### src/rtl/imm_pkg.sv
// Shared opcode constants and encoder state type for the immediate encoder and
// the decode-stage extender.
package imm_pkg;

  localparam logic [5:0]  OP_ADDI   = 6'b001000;
  localparam logic [5:0]  OP_ORI    = 6'b001101;
  localparam logic [5:0]  OP_LUI    = 6'b001111;
  localparam logic [31:0] INSTR_NOP = 32'h0000_0000;

  typedef enum logic [1:0] {
    IDLE     = 2'd0,
    EMIT_ONE = 2'd1,
    EMIT_HI  = 2'd2,
    EMIT_LO  = 2'd3
  } enc_state_t;

  function automatic logic [31:0] i_type(input logic [5:0] op, input logic [4:0] rs,
                                         input logic [4:0] rt, input logic [15:0] imm);
    return {op, rs, rt, imm};
  endfunction

endpackage

### src/rtl/imm_encoder_if.sv
// Request / instruction-word bus of the immediate encoder.
// Valid/ready: a beat moves on a rising edge where valid && ready; the sender
// holds its payload stable while valid=1 and ready=0.
interface imm_encoder_if #(parameter int CNT_W = 16);
  logic             i_valid;
  logic             o_ready;
  logic [31:0]      i_data_value;
  logic [4:0]       i_data_rt;
  logic             o_valid;
  logic             i_ready;
  logic [31:0]      o_data_instr;
  logic             o_data_last;
  logic [CNT_W-1:0] o_data_count;

  modport master (
    output i_valid, i_data_value, i_data_rt, i_ready,
    input  o_ready, o_valid, o_data_instr, o_data_last, o_data_count
  );

  modport slave (
    input  i_valid, i_data_value, i_data_rt, i_ready,
    output o_ready, o_valid, o_data_instr, o_data_last, o_data_count
  );
endinterface

### src/rtl/imm_classify.sv
// Picks the shortest load sequence for a constant: one word (NOP/ADDI/ORI/LUI)
// or the LUI+ORI pair.
module imm_classify
  import imm_pkg::*;
(
  input  logic [31:0] value,
  input  logic [4:0]  rt,
  output logic        two_word,
  output logic [31:0] word0,
  output logic [31:0] word1
);
  logic [15:0] lo;
  logic [15:0] hi;

  assign lo = value[15:0];
  assign hi = value[31:16];

  always_comb begin
    two_word = 1'b0;
    word0    = INSTR_NOP;
    word1    = i_type(OP_ORI, rt, rt, lo);
    // Ordered so each test only fires when the cheaper encodings failed.
    if (rt == 5'd0) begin
      word0 = INSTR_NOP;
    end else if ((&value[31:15]) || (~|value[31:15])) begin
      word0 = i_type(OP_ADDI, 5'd0, rt, lo);
    end else if (hi == 16'd0) begin
      word0 = i_type(OP_ORI, 5'd0, rt, lo);
    end else if (lo == 16'd0) begin
      word0 = i_type(OP_LUI, 5'd0, rt, hi);
    end else begin
      two_word = 1'b1;
      word0    = i_type(OP_LUI, 5'd0, rt, hi);
    end
  end
endmodule

### src/rtl/imm_encoder.sv
// Turns a 32-bit constant and destination register into the shortest MIPS
// load sequence, one registered word at a time.
module imm_encoder
  import imm_pkg::*;
#(
  parameter int CNT_W = 16
) (
  input  logic        i_clk,
  input  logic        i_rst,
  imm_encoder_if.slave bus,
  output enc_state_t  o_dbg_state
);
  enc_state_t       state;
  logic             valid_q;
  logic             last_q;
  logic [31:0]      instr_q;
  logic [31:0]      lo_word_q;
  logic [CNT_W-1:0] count_q;

  logic             two_word;
  logic [31:0]      word0;
  logic [31:0]      word1;
  logic             accept;
  logic             xfer;

  imm_classify u_classify (
    .value    (bus.i_data_value),
    .rt       (bus.i_data_rt),
    .two_word (two_word),
    .word0    (word0),
    .word1    (word1)
  );

  assign accept = bus.i_valid && (state == IDLE);
  assign xfer   = valid_q && bus.i_ready;

  always_ff @(posedge i_clk) begin
    if (i_rst) begin
      state     <= IDLE;
      valid_q   <= 1'b0;
      last_q    <= 1'b0;
      instr_q   <= 32'd0;
      lo_word_q <= 32'd0;
      count_q   <= '0;
    end else begin
      if (xfer && (count_q != '1)) begin
        count_q <= count_q + CNT_W'(1);
      end
      case (state)
        IDLE: begin
          if (accept) begin
            instr_q   <= word0;
            last_q    <= !two_word;
            lo_word_q <= word1;
            valid_q   <= 1'b1;
            state     <= two_word ? EMIT_HI : EMIT_ONE;
          end
        end
        EMIT_HI: begin
          // Second word follows directly so a ready sink sees no bubble.
          if (bus.i_ready) begin
            instr_q <= lo_word_q;
            last_q  <= 1'b1;
            state   <= EMIT_LO;
          end
        end
        EMIT_ONE, EMIT_LO: begin
          if (bus.i_ready) begin
            valid_q <= 1'b0;
            state   <= IDLE;
          end
        end
        default: state <= IDLE;
      endcase
    end
  end

  assign bus.o_ready      = (state == IDLE);
  assign bus.o_valid      = valid_q;
  assign bus.o_data_instr = instr_q;
  assign bus.o_data_last  = last_q;
  assign bus.o_data_count = count_q;
  assign o_dbg_state      = state;
endmodule

### src/flat_wrapper.sv
// flat-port wrapper written by rule: the top's interface ports become plain ports
module imm_encoder_flat import imm_pkg::*;
#(
  parameter int CNT_W = 16
)
  (i_clk, i_rst, o_dbg_state, bus_i_valid, bus_i_data_value, bus_i_data_rt, bus_i_ready, bus_o_ready, bus_o_valid, bus_o_data_instr, bus_o_data_last, bus_o_data_count);
  imm_encoder_if #(.CNT_W(CNT_W)) bus_i ();
  input  logic i_clk;
  input  logic i_rst;
  output enc_state_t o_dbg_state;
  input wire logic [$bits(bus_i.i_valid)-1:0] bus_i_valid;
  input wire logic [$bits(bus_i.i_data_value)-1:0] bus_i_data_value;
  input wire logic [$bits(bus_i.i_data_rt)-1:0] bus_i_data_rt;
  input wire logic [$bits(bus_i.i_ready)-1:0] bus_i_ready;
  output wire logic [$bits(bus_i.o_ready)-1:0] bus_o_ready;
  output wire logic [$bits(bus_i.o_valid)-1:0] bus_o_valid;
  output wire logic [$bits(bus_i.o_data_instr)-1:0] bus_o_data_instr;
  output wire logic [$bits(bus_i.o_data_last)-1:0] bus_o_data_last;
  output wire logic [$bits(bus_i.o_data_count)-1:0] bus_o_data_count;
  assign bus_i.i_valid = bus_i_valid;
  assign bus_i.i_data_value = bus_i_data_value;
  assign bus_i.i_data_rt = bus_i_data_rt;
  assign bus_i.i_ready = bus_i_ready;
  assign bus_o_ready = bus_i.o_ready;
  assign bus_o_valid = bus_i.o_valid;
  assign bus_o_data_instr = bus_i.o_data_instr;
  assign bus_o_data_last = bus_i.o_data_last;
  assign bus_o_data_count = bus_i.o_data_count;
  imm_encoder #(.CNT_W(CNT_W)) u_core (.i_clk(i_clk), .i_rst(i_rst), .bus(bus_i), .o_dbg_state(o_dbg_state));
endmodule
### config.mk
export PLATFORM = sky130hd
export DESIGN_NAME = imm_encoder_flat
export DESIGN_NICKNAME = d
export VERILOG_FILES = /design/src/rtl/imm_pkg.sv /design/src/rtl/imm_encoder_if.sv /design/src/rtl/imm_classify.sv /design/src/rtl/imm_encoder.sv /design/src/flat_wrapper.sv
export SDC_FILE = /design/constraint.sdc
export NUM_CORES = 1
export LEC_CHECK = 0
export ABC_AREA = 1
export CAP_MARGIN = 5
export CORE_MARGIN = 5
export CORE_UTILIZATION = 51
export CTS_BUF_LIST = sky130_fd_sc_hd__clkbuf_8 sky130_fd_sc_hd__clkbuf_16
export DETAILED_ROUTE_END_ITERATION = 6
export GPL_TIMING_DRIVEN = 0
export HOLD_SLACK_MARGIN = 0.02
export PLACE_DENSITY = 0.88
export SYNTH_ARGS = -nofsm -noshare
export SYNTH_HDL_FRONTEND = slang
export SYNTH_HIERARCHICAL = 1
export SYNTH_SLANG_ARGS = --single-unit
### constraint.sdc
create_clock -name i_clk -period 2 [get_ports i_clk]
set_input_delay 0.3 -clock i_clk [delete_from_list [all_inputs] [get_ports i_clk]]
set_output_delay 0.3 -clock i_clk [all_outputs]
set_load 0.05 [all_outputs]
; Word level (Yosys, flattened, before mapping)
; Cells that the tools add are included.
[totals]
ff_bits = 79
latch_bits = 0
ramBits = 0
mem_bits_ro = 0
in_bits = 41
out_inout_bits = 53
wordCells = 54
n_memories = 0
[op_classes]
addsub = 1
n_mul = 0
n_div = 0
order_cmp = 0
eq_ne = 7
n_shift = 0
mux = 21
bitwise = 0
reduce_logical = 19
[ops]
columns = op, count
row1 = two-way mux 32 bit, 2
row2 = one-hot mux 32 bit (2 select lines), 1
row3 = zero test 16 bit, 2
row4 = two-way mux 30 bit, 1
row5 = two-way mux 29 bit, 1
row6 = two-way mux 28 bit, 1
row7 = AND reduction 17 bit, 1
row8 = OR reduction 17 bit, 1
row9 = adder 16 x 1 -> 16 bit (second input constant), 1
row10 = inequality test 16 bit (second input constant), 1
row11 = AND reduction 3 bit, 3
row12 = two-way mux 1 bit, 8
row13 = two-way mux 2 bit, 4
row14 = one-hot mux 2 bit (3 select lines), 1
row15 = zero test 5 bit, 1
row16 = == test 2 bit (second input constant), 2
row17 = inequality test 2 bit (second input constant), 2
row18 = one-hot mux 1 bit (2 select lines), 2
row19 = nonzero test 2 bit, 2
row20 = logical AND 1 bit, 3
row21 = == test 2 x 1 -> 1 bit (second input constant), 1
row22 = zero test 1 bit, 2
row23 = zero test 2 bit, 1
row24 = inequality test 2 x 1 -> 1 bit (second input constant), 1
row25 = other kinds (3), 3

; Depth between registers and ports, before layout
; Gate-level depths: netlist (run 1).
[logic_depth]
word_depth = 8
depth_mapped = 12
ltp_nobuf = 12

; Modules after synthesis
; The synthesis (run 1) kept the hierarchy.
[by_module_without_submodules]
columns = module, instances, cells_each, area_each_um2, seq_area_each_um2
row1 = imm_encoder, 1, 529, 3731.1, 1681.6
row2 = imm_classify, 1, 178, 975.9, 0.0

; Worst setup path before layout (run 1)
; Ideal clock, no wire load.
[synth_path]
path_type = reg2reg
start = register u_core.count_q[0] (netlist: u_core/bus.o_data_count[0])
end = register u_core.count_q[14] (netlist: u_core/bus.o_data_count[14])
setup_ns = 0.117
arrival_ns = 1.648
required_ns = 1.883
setup_slack_ns = 0.235
path_stages_with_launch = 9
path_buffers = 0
period_less_slack_ns = 1.765
cell_sequence = dfxtp_1 ha_1 nand3_2 nor2_2 nand2_2 nor2_2 nand3_2 nand2_1 nor2_1
[synth_between]
elab_chain_cells = 2
elab_cells_between_ends = 3
classes_between = 1 x add/sub / 1 x eq/ne / 1 x reduce/logical
[synth_rtl]
columns = element, line
row1 = "start, declared", imm_encoder.sv:18  ; logic [CNT_W-1:0] count_q;
row2 = "start signal, assigned", imm_encoder.sv:47  ; count_q <= count_q + CNT_W'(1);
row3 = branches (longest 2 deep; another with adder 16 x 1 -> 16 bit), --
; Parallel ways; which one is timed is not known.
; A chain may end at the register's enable or synchronous reset.

; Worst setup path after layout (run 1)
[layout_path]
start = register u_core.count_q[12] (netlist: u_core/bus.o_data_count[12])
end = output port bus_o_data_count[12]
[layout_rtl]
columns = element, line
row1 = "end, declared", flat_wrapper.sv:19  ; output wire logic [$bits(bus_i.o_data_count)-1:0] bus_o_data_count;
; No word-level cell between the ends.

==> summary by stage, run 1 <==
Worst setup path
The cell count of the worst reg-to-reg path is 7. In this design, the largest share of critical-path delay is due to buffers and inverters. The biggest cell delay along the critical path is 850 ps.

The critical path arrival is between 1500 and 2000 ps. The slowest stage cell on the critical path is sky130_fd_sc_hd__clkdlybuf4s50_1. The setup slack of the most critical reg-to-reg path is between 400 and 500 ps.

The number of buffers and inverters on the critical path is 1. The kind of launch point of the worst setup path is a flop. In this run the worst path has a maximum fanout of 6.

The endpoint identified for the worst register-to-register timing path is u_core/bus.o_data_count[9]. The worst setup path is captured at an output pin. The startpoint of the most critical register-to-register path is u_core/bus.o_data_count[0]. The signal on the critical path passes through clkdlybuf4s50_1. At the worst endpoint, the required time is between 1500 and 2000 ps. The setup path with the least slack is of type flop to output pin.

Power and ir drop
Net switching is 41.3% of the power. The proportion of power drawn by flip-flops and latches is between 30% and 40%. The analysis attributes to net switching a power of 0.00235 W. Cell internal power was estimated by the tool at between 0.003 and 0.004 W.

The analysis attributes to cell leakage a power of 2.76 nW. The design draws between 0.005 and 0.006 W. Dividing total power by cell area gives a power density of around 940 mW/mm2. The highest ir drop seen on vdd is between 0.4 and 0.5 mV.

In this run, the combinational gates consume between 40% and 50% of the power. The clock network accounts for 22.2% of the total power.

Synth
Of the synthesized area, sequential elements account for 35.7%. Of the post-synthesis cell area, the part taken by muxes is 0%. The share of the synthesized area in compound gates (AO/OA/AOI/OAI) is 18.2%. Synthesis inferred between 80 and 90 register bits. After synthesis, the largest family of logic cells by area is simple AND/OR/NAND/NOR gates. For this run, the number of Yosys warnings is 6. Counting distinct cell types in the post-synthesis netlist gives 31. The total standard cell area after synthesis is 0.00471 mm2. The most used flip-flop cell after synthesis is sky130_fd_sc_hd__dfxtp_1. The largest total area in the synthesized netlist belongs to sky130_fd_sc_hd__dfxtp_1. After synthesis, the share of flip-flops with an asynchronous set or reset is 0%. The post-synthesis share of cell area spent on and, or, nand and nor gates is 27.9%. The synthesized design contains 0 enable-type register cells. The xor and xnor fraction of the mapped netlist area is 0%.

The synthesized netlist devotes less than 1% of its cell area to adder and majority cells. In this run the mean area of a mapped cell was 6.66 um2. By area the synthesized netlist is led by sky130_fd_sc_hd__dfxtp_1 36%, sky130_fd_sc_hd__nand2_1 15%, sky130_fd_sc_hd__a21oi_1 8.8%. The top cell type by area accounts for 35.7% of the synthesized area. Synthesis handed over a netlist of 707 instances.

Detailed routing
Summing over every cut layer, the via total after detailed routing is about 4.7k. The final routed wirelength across all metal layers is 11.7 mm. The via count normalized by instance count is 4.97. The number of violations reported at the end of detailed-routing iteration 0 is approximately 220.

Once detail routing completed, the nets flagged for antenna violations numbered 0. In the final routed layout, each cell accounts on average for around 12 um. After detailed routing, the number of remaining DRC violations is 0. The number of detailed-routing iterations run before antenna repair is 5.

Job
Across the run, the number of max-cap violations was 0.

CTS
Buffers inserted to repair hold after CTS numbered 0. The worst-skew pair later-pin latency is between 300 and 400 ps. The H-tree generated during clock tree synthesis spans 3 levels.

The cell at the root of the clock tree is sky130_fd_sc_hd__clkbuf_8. Clock-pin slew was measured on the worst setup and hold paths at ~90 ps. The number of buffers created by CTS is 9. Clock tree synthesis found a total of between 80 and 90 sinks. The CTS tree is done. The maximum clock insertion buffer count is 2.

Hold path
The path with the worst hold slack has its endpoint at u_core/lo_word_q[1]. The worst min-delay path category is flop to flop. The worst hold path passes through 2 cells.

The worst hold path startpoint is u_core/lo_word_q[1].

Timing
The post-route minimum period is about 2000 ps. Summed over all failing endpoints, the final setup total negative slack is 0 ps. Setup violations remaining at the end of the flow were counted as 0. For the pin with the worst max-slew slack, the measured transition is ~720 ps. The number of slew-limit violations in the final report is 0. After layout, the worst setup slack is 43.3 ps.

The part of the cycle the worst path needs is 97.8%. Clock skew on the completed layout was measured at 12.5 ps. Setup repair after global routing left no endpoint under its margin.

The number of endpoints with negative hold slack in the final report is 0. The achievable clock frequency is 511 MHz. The relative max-transition margin is 52.0%.

Place
After detailed placement, the total cell area comes to 0.00582 mm2. At the placement stage, the worst setup path has a slack of -173 ps. The number of buffers inserted by port buffering is 93. The wire-length estimate of the detail-placed layout is 8.73 mm.

The total instance count after detailed placement is around 920. The congestion estimate from routability-driven global placement came to 0.926.

Global route
The first-pass GRT wire length is 19.6 mm. The via count of the first global-routing pass is 4,291. The initial antenna violation count is 0. The overall routing resource usage is between 20% and 30%. The total congestion overflow is 0.

The largest net degree at the start of global routing is 17.

Cells and area
The area of all placed cells without fillers is ~0.0060 mm2. The most common cell after layout, fill and taps aside is sky130_fd_sc_hd__nand2_1. The library cells used most frequently in the layout, excluding fill and tap cells, are 183 x sky130_fd_sc_hd__nand2_1, 86 x sky130_fd_sc_hd__clkdlybuf4s50_1, 84 x sky130_fd_sc_hd__dfxtp_1, 83 x sky130_fd_sc_hd__a21oi_1, 78 x sky130_fd_sc_hd__inv_1. Once layout is complete, the cells apart from fillers number 938. For this run, the post-layout net count is 864. The diode insertion count for antenna repair is 0. The area growth from synthesis to layout is 28.3%.

Of the cells placed in the final design, the portion with a size suffix greater than 1 is 15.1%.

Die
The die extent in y is 106 um. The count of pins on the block boundary is 94. The number of rows in the core area is 35. The floorplan step defined a die boundary enclosing between 0.01 and 0.015 mm2. Once the floorplan was initialized, standard cells occupied 51.7% of the core. In this run the standard cell core region covers 0.00911 mm2.

The chip width is 106 um.

Outcome
The flow ran to the end, and the final reports show no timing, DRC or antenna violations.
[cell type report]
cell class | instances | area, um2
clock buffer | 9 | 124
multi-input combinational | 472 | 2240
fill | 794 | 3070
inverter | 87 | 327
timing repair buffer | 93 | 941
buffer | 75 | 508
sequential | 84 | 1680
tap | 111 | 139
clock inverter | 7 | 81.3
[metrics by stage]
| stage | hold slack (ps) | util (%) |
|---|---|---|
| floorplan | 430 | - |
| global placement | 438 | 63.9 |
| detailed placement | 444 | 63.9 |
| CTS | 457 | 66.1 |
| global route | 468 | 66.3 |
| finish | 458 | 66.3 |
[registers in the layout (all words and copies together), names as in the netlist]
name / cells
u_core/bus.o_data_instr: 32
u_core/bus.o_valid: 1
u_core/o_dbg_state: 2
u_core/lo_word_q: 32
u_core/bus.o_data_last: 1
u_core/bus.o_data_count: 16
[worst max path at each step]
stage	from	endpoint	slack [ps]	cells after the start
floorplan	u_core/bus.o_data_count[0]	u_core/bus.o_data_count[14]	230	8
global placement	bus_i_data_value[20]	u_core/o_dbg_state[0]	-180	13
detailed placement	bus_i_data_value[20]	u_core/o_dbg_state[0]	-170	13
CTS	u_core/bus.o_data_count[12]	bus_o_data_count[12]	30	1
global route	u_core/bus.o_data_count[12]	bus_o_data_count[12]	2	1
finish	u_core/bus.o_data_count[12]	bus_o_data_count[12]	40	1
[power by group through the flow]
stage | registers [W] | logic, W | clock network (W)
floorplan | 0.00267 | 0.00106 | 0
global placement | 0.00212 | 0.00231 | 0
detailed placement | 0.00213 | 0.00234 | 0
CTS | 0.00209 | 0.00234 | 0.00129
global route | 0.00212 | 0.00255 | 0.00137
finish | 0.00209 | 0.00234 | 0.00127
[synth_stat cells (10+ instances only)]
cell and n:
sky130_fd_sc_hd__clkbuf_1 11, sky130_fd_sc_hd__dfxtp_1 84, sky130_fd_sc_hd__inv_1 78, sky130_fd_sc_hd__a21oi_1 83
sky130_fd_sc_hd__nand3_1 20, sky130_fd_sc_hd__nand4_1 10, sky130_fd_sc_hd__nand2_1 183, sky130_fd_sc_hd__buf_2 15
sky130_fd_sc_hd__o21ai_0 22, sky130_fd_sc_hd__nor2_1 56, sky130_fd_sc_hd__o21ai_1 43, sky130_fd_sc_hd__buf_4 43
sky130_fd_sc_hd__a21oi_2 10
[per-layer routing]
| metal | vias to the layer above | GRT usage (%) | part of all wire, % |
|---|---|---|---|
| li1 | 2415 | - | - |
| met1 | 2079 | 27.5 | 45 |
| met2 | 151 | 35.4 | 48 |
| met3 | 13 | 4.68 | 6.1 |
| met4 | 0 | 6.66 | 1.4 |
| met5 | - | 0 | 0 |
[logic make-up (layout without fill, tap and decap cells)]
kind of cell / Yosys count / after routing
adders and majority gates: 1 / 1
buffers and inverters: 162 / 271
DFF: 84 / 84
and+or+nand+nor: 298 / 298
AOI/OAI and AO/OA: 160 / 160
other: 2 / 13
[repair_timing]
| action | CTS | global route |
|---|---|---|
| buffers inserted | 0 | 0 |
| gates resized for setup | 2 | 6 |
| setup endpoints to repair | 2 | 7 |
Note: power is estimated with default switching activity, not from simulation.
==> run 2: changes to the inputs <==
Settings changed: CORE_MARGIN 5 to 2, CORE_UTILIZATION 51 to 50, PLACE_DENSITY 0.88 to 0.87.
==> run 2 against run 1 <==
Against the previous run:
- cell count unchanged
- hold slack worse by 5.0 ps
- via count down 1.2%
- flip-flop and latch count unchanged
- wire length down 4.8%
- critical path depth unchanged
- die area down 9.3%
- power down 2.8%
- core utilization down 0.99 points
- non-clock buffer count unchanged
- first-iteration DRC count down 19%
- count of clock-buffer cells in the layout up 1
- largest cell class unchanged
- highest routed layer unchanged
==> summary by stage, run 2 (synthesized netlist as in run 1, its figures left out) <==
Outcome
The run finished with clean final reports.

Cells and area
The most common cell after layout, fill and taps aside is sky130_fd_sc_hd__nand2_1. The post-route netlist has 14.9% of its cells at a drive strength greater than 1. The sequential cells in the finished layout cover a total of roughly 0.0017 mm2. Summing all multi-input logic gate instances after layout gives about 0.0022 mm2. For this run, the share of the core covered by cells in the final layout is 65.3%. The top cell types in the final layout, fill and taps aside, are 183 x sky130_fd_sc_hd__nand2_1, 88 x sky130_fd_sc_hd__clkdlybuf4s50_1, 84 x sky130_fd_sc_hd__dfxtp_1, 83 x sky130_fd_sc_hd__a21oi_1, 79 x sky130_fd_sc_hd__inv_1. The filler cells instantiated in the layout total 820.

The diode insertion count for antenna repair is 0. The net count reported at finish is ~860. Compared with the post-synthesis result, the final layout area differs by 27.6%. The finished layout holds approximately 940 standard cells, fillers aside.

Detailed routing
The routed design has 11.1 mm of wire. The number of DRC violations after detailed routing is 0. The number of detailed-routing iterations run before antenna repair is 4. The detailed-route wire length per cell is between 10 and 15 um. The number of violations reported at the end of detailed-routing iteration 0 is 180. Summing over every cut layer, the via total after detailed routing is 4,604. The via count normalized by instance count is 4.91. In this run the remaining antenna-violating nets after routing total 0.

CTS
Clock-pin slew was measured on the worst setup and hold paths at 90 ps. The level count of the clock H-tree is 3. The root buffer cell chosen for the clock tree is sky130_fd_sc_hd__clkbuf_8. CTS saw 84 sinks.

The maximum clock insertion buffer count is 2. The post-CTS setup repair buffer count is 0. The number of buffers created by CTS is 9. At the later pin of the worst-skew pair, clock insertion delay measures 350 ps. The post-cts hold buffer count is 0. The CTS tree is done.

Power and ir drop
The highest ir drop seen on vdd is just over 0.4 mV. The analysis attributes to cell leakage a power of 2.72 nW. The power density over the cells is 921 mW/mm2. The total chip power is 0.00553 W.

Global route
The largest net degree at the start of global routing is 15. The initial antenna violation count came to 0. The total congestion overflow is 0.

The via count of the first global-routing pass came to 4,224. The first-pass GRT wire length is 19.0 mm. The overall routing resource usage is 23.0%.

Worst setup path
The endpoint identified for the worst register-to-register timing path is u_core/bus.o_data_count[2]. The data required time of the critical path is 1700 ps. The start-to-end type of the worst setup path is flop to output pin. Along the worst path, the maximum fanout reaches 6. The kind of launch point of the worst setup path is a flop. In this run the critical register-to-register path is launched from u_core/bus.o_data_count[0].

Broken down by cell family, the worst path's largest delay share belongs to buffers and inverters. The critical path arrival is 1630 ps. The critical path goes through clkdlybuf4s50_1. On the critical path, the stage with the largest delay is an instance of sky130_fd_sc_hd__clkdlybuf4s50_1. The kind of end point of the critical path is an output pin. The biggest cell delay along the critical path is between 800 and 900 ps. The number of buffers and inverters on the critical path is 1.

Across all register-to-register paths, the minimum setup slack is 450 ps. The cell count of the worst reg-to-reg path is 7.

Hold path
The hold-critical path depth is 2. The worst hold path startpoint is u_core/lo_word_q[4]. The path class of the tightest hold or removal check is flop to flop. The end of the worst hold path is u_core/lo_word_q[4].

Timing
The relative max-transition margin is 55.4%. On the final layout, the worst clock skew is about 11 ps. Setup repair after global routing left no endpoint under its margin. Setup violations remaining at the end of the flow were counted as 0.

The worst hold slack after final layout is approximately 450 ps. Dividing the final minimum period by the clock period gives 96.7%. The actual transition at the worst max-transition pin is 669 ps.

The number of slew-limit violations in the final report came to 0. The number of endpoints with negative hold slack in the final report is 0. Setup slack on the critical path of the routed design comes to 66.3 ps. Derived from the worst setup path, the maximum achievable clock frequency is 517 MHz. After layout, the minimum clock period comes to 1930 ps.

Place
The HPWL after detailed placement is 8.38 mm. The final weighted congestion of routability-driven global placement is 0.907. Prior to clock tree synthesis, the placed netlist has a worst setup slack of -169 ps.

The number of buffers inserted by port buffering is 93. In this run, placement finished with an instance count of 922.

Die
The core region is 0.00920 mm2. The number of rows in the core area is 35. The chip width is 101 um. The die extent in y is 101 um.

The die covers 0.0102 mm2. The count of pins on the block boundary is 94. The initial utilization of the core area, before any placement, comes to 51.2%.

Job
The tool flagged a number of max-cap violations equal to 0.
## run 2: layout make-up
type                       instances  share of cell area, %
buffer                            75                   8.46
clock buffer                      10                   2.29
clock inverter                     6                  0.688
inverter                          87                   5.44
multi-input combinational        472                   37.2
sequential                        84                   28.0
tap                              111                   2.31
timing repair buffer              93                   15.6
## run 2: layer usage
layer / track usage [%] / wire length (um) / vias to the layer above / part of all wire, %
li1: - / - / 2411 / -
met1: 29.6 / 5170 / 2049 / 46
met2: 37.7 / 5170 / 121 / 46
met3: 4.65 / 539 / 23 / 4.8
met4: 9.25 / 274 / 0 / 2.5
met5: 0 / 0 / - / 0
## run 2: worst max-delay path by stage
stage	from	endpoint	slack [ps]	cells past startpoint
after detailed placement	bus_i_data_value[20]	u_core/o_dbg_state[0]	-170	13
after global placement	bus_i_data_value[20]	u_core/bus.o_data_last	-150	13
after CTS	u_core/bus.o_data_count[7]	bus_o_data_count[7]	20	1
final	u_core/bus.o_data_count[2]	bus_o_data_count[2]	70	1
after floorplan	u_core/bus.o_data_count[0]	u_core/bus.o_data_count[14]	230	8
after global routing	u_core/bus.o_data_count[6]	bus_o_data_count[6]	6	1
## run 2: repair_timing
action                                  CTS  global route
resized for setup                         1             4
hold endpoints to repair                  0             0
endpoints found under the setup margin    1             4
gates cloned                              0             0
## run 2: report_power, final
group / total (W) / leakage [nW] / internal, W / switching (W)
registers: 0.00209 / 0.691 / 0.00196 / 0.000132
logic: 0.00234 / 1.94 / 0.000792 / 0.00154
clock network: 0.00111 / 0.0897 / 0.000483 / 0.000628
total: 0.00553 / 2.72 / 0.00323 / 0.00230
## run 2: stage by stage
stage / TNS (ps) / cell area (um2)
2_1_floorplan: 0 / 4750
3_3_place_gp: -1470 / 5820
3_5_place_dp: -1600 / 5820
4_1_cts: 0 / 6000
5_1_grt: 0 / 6010
6_report: 0 / 6010
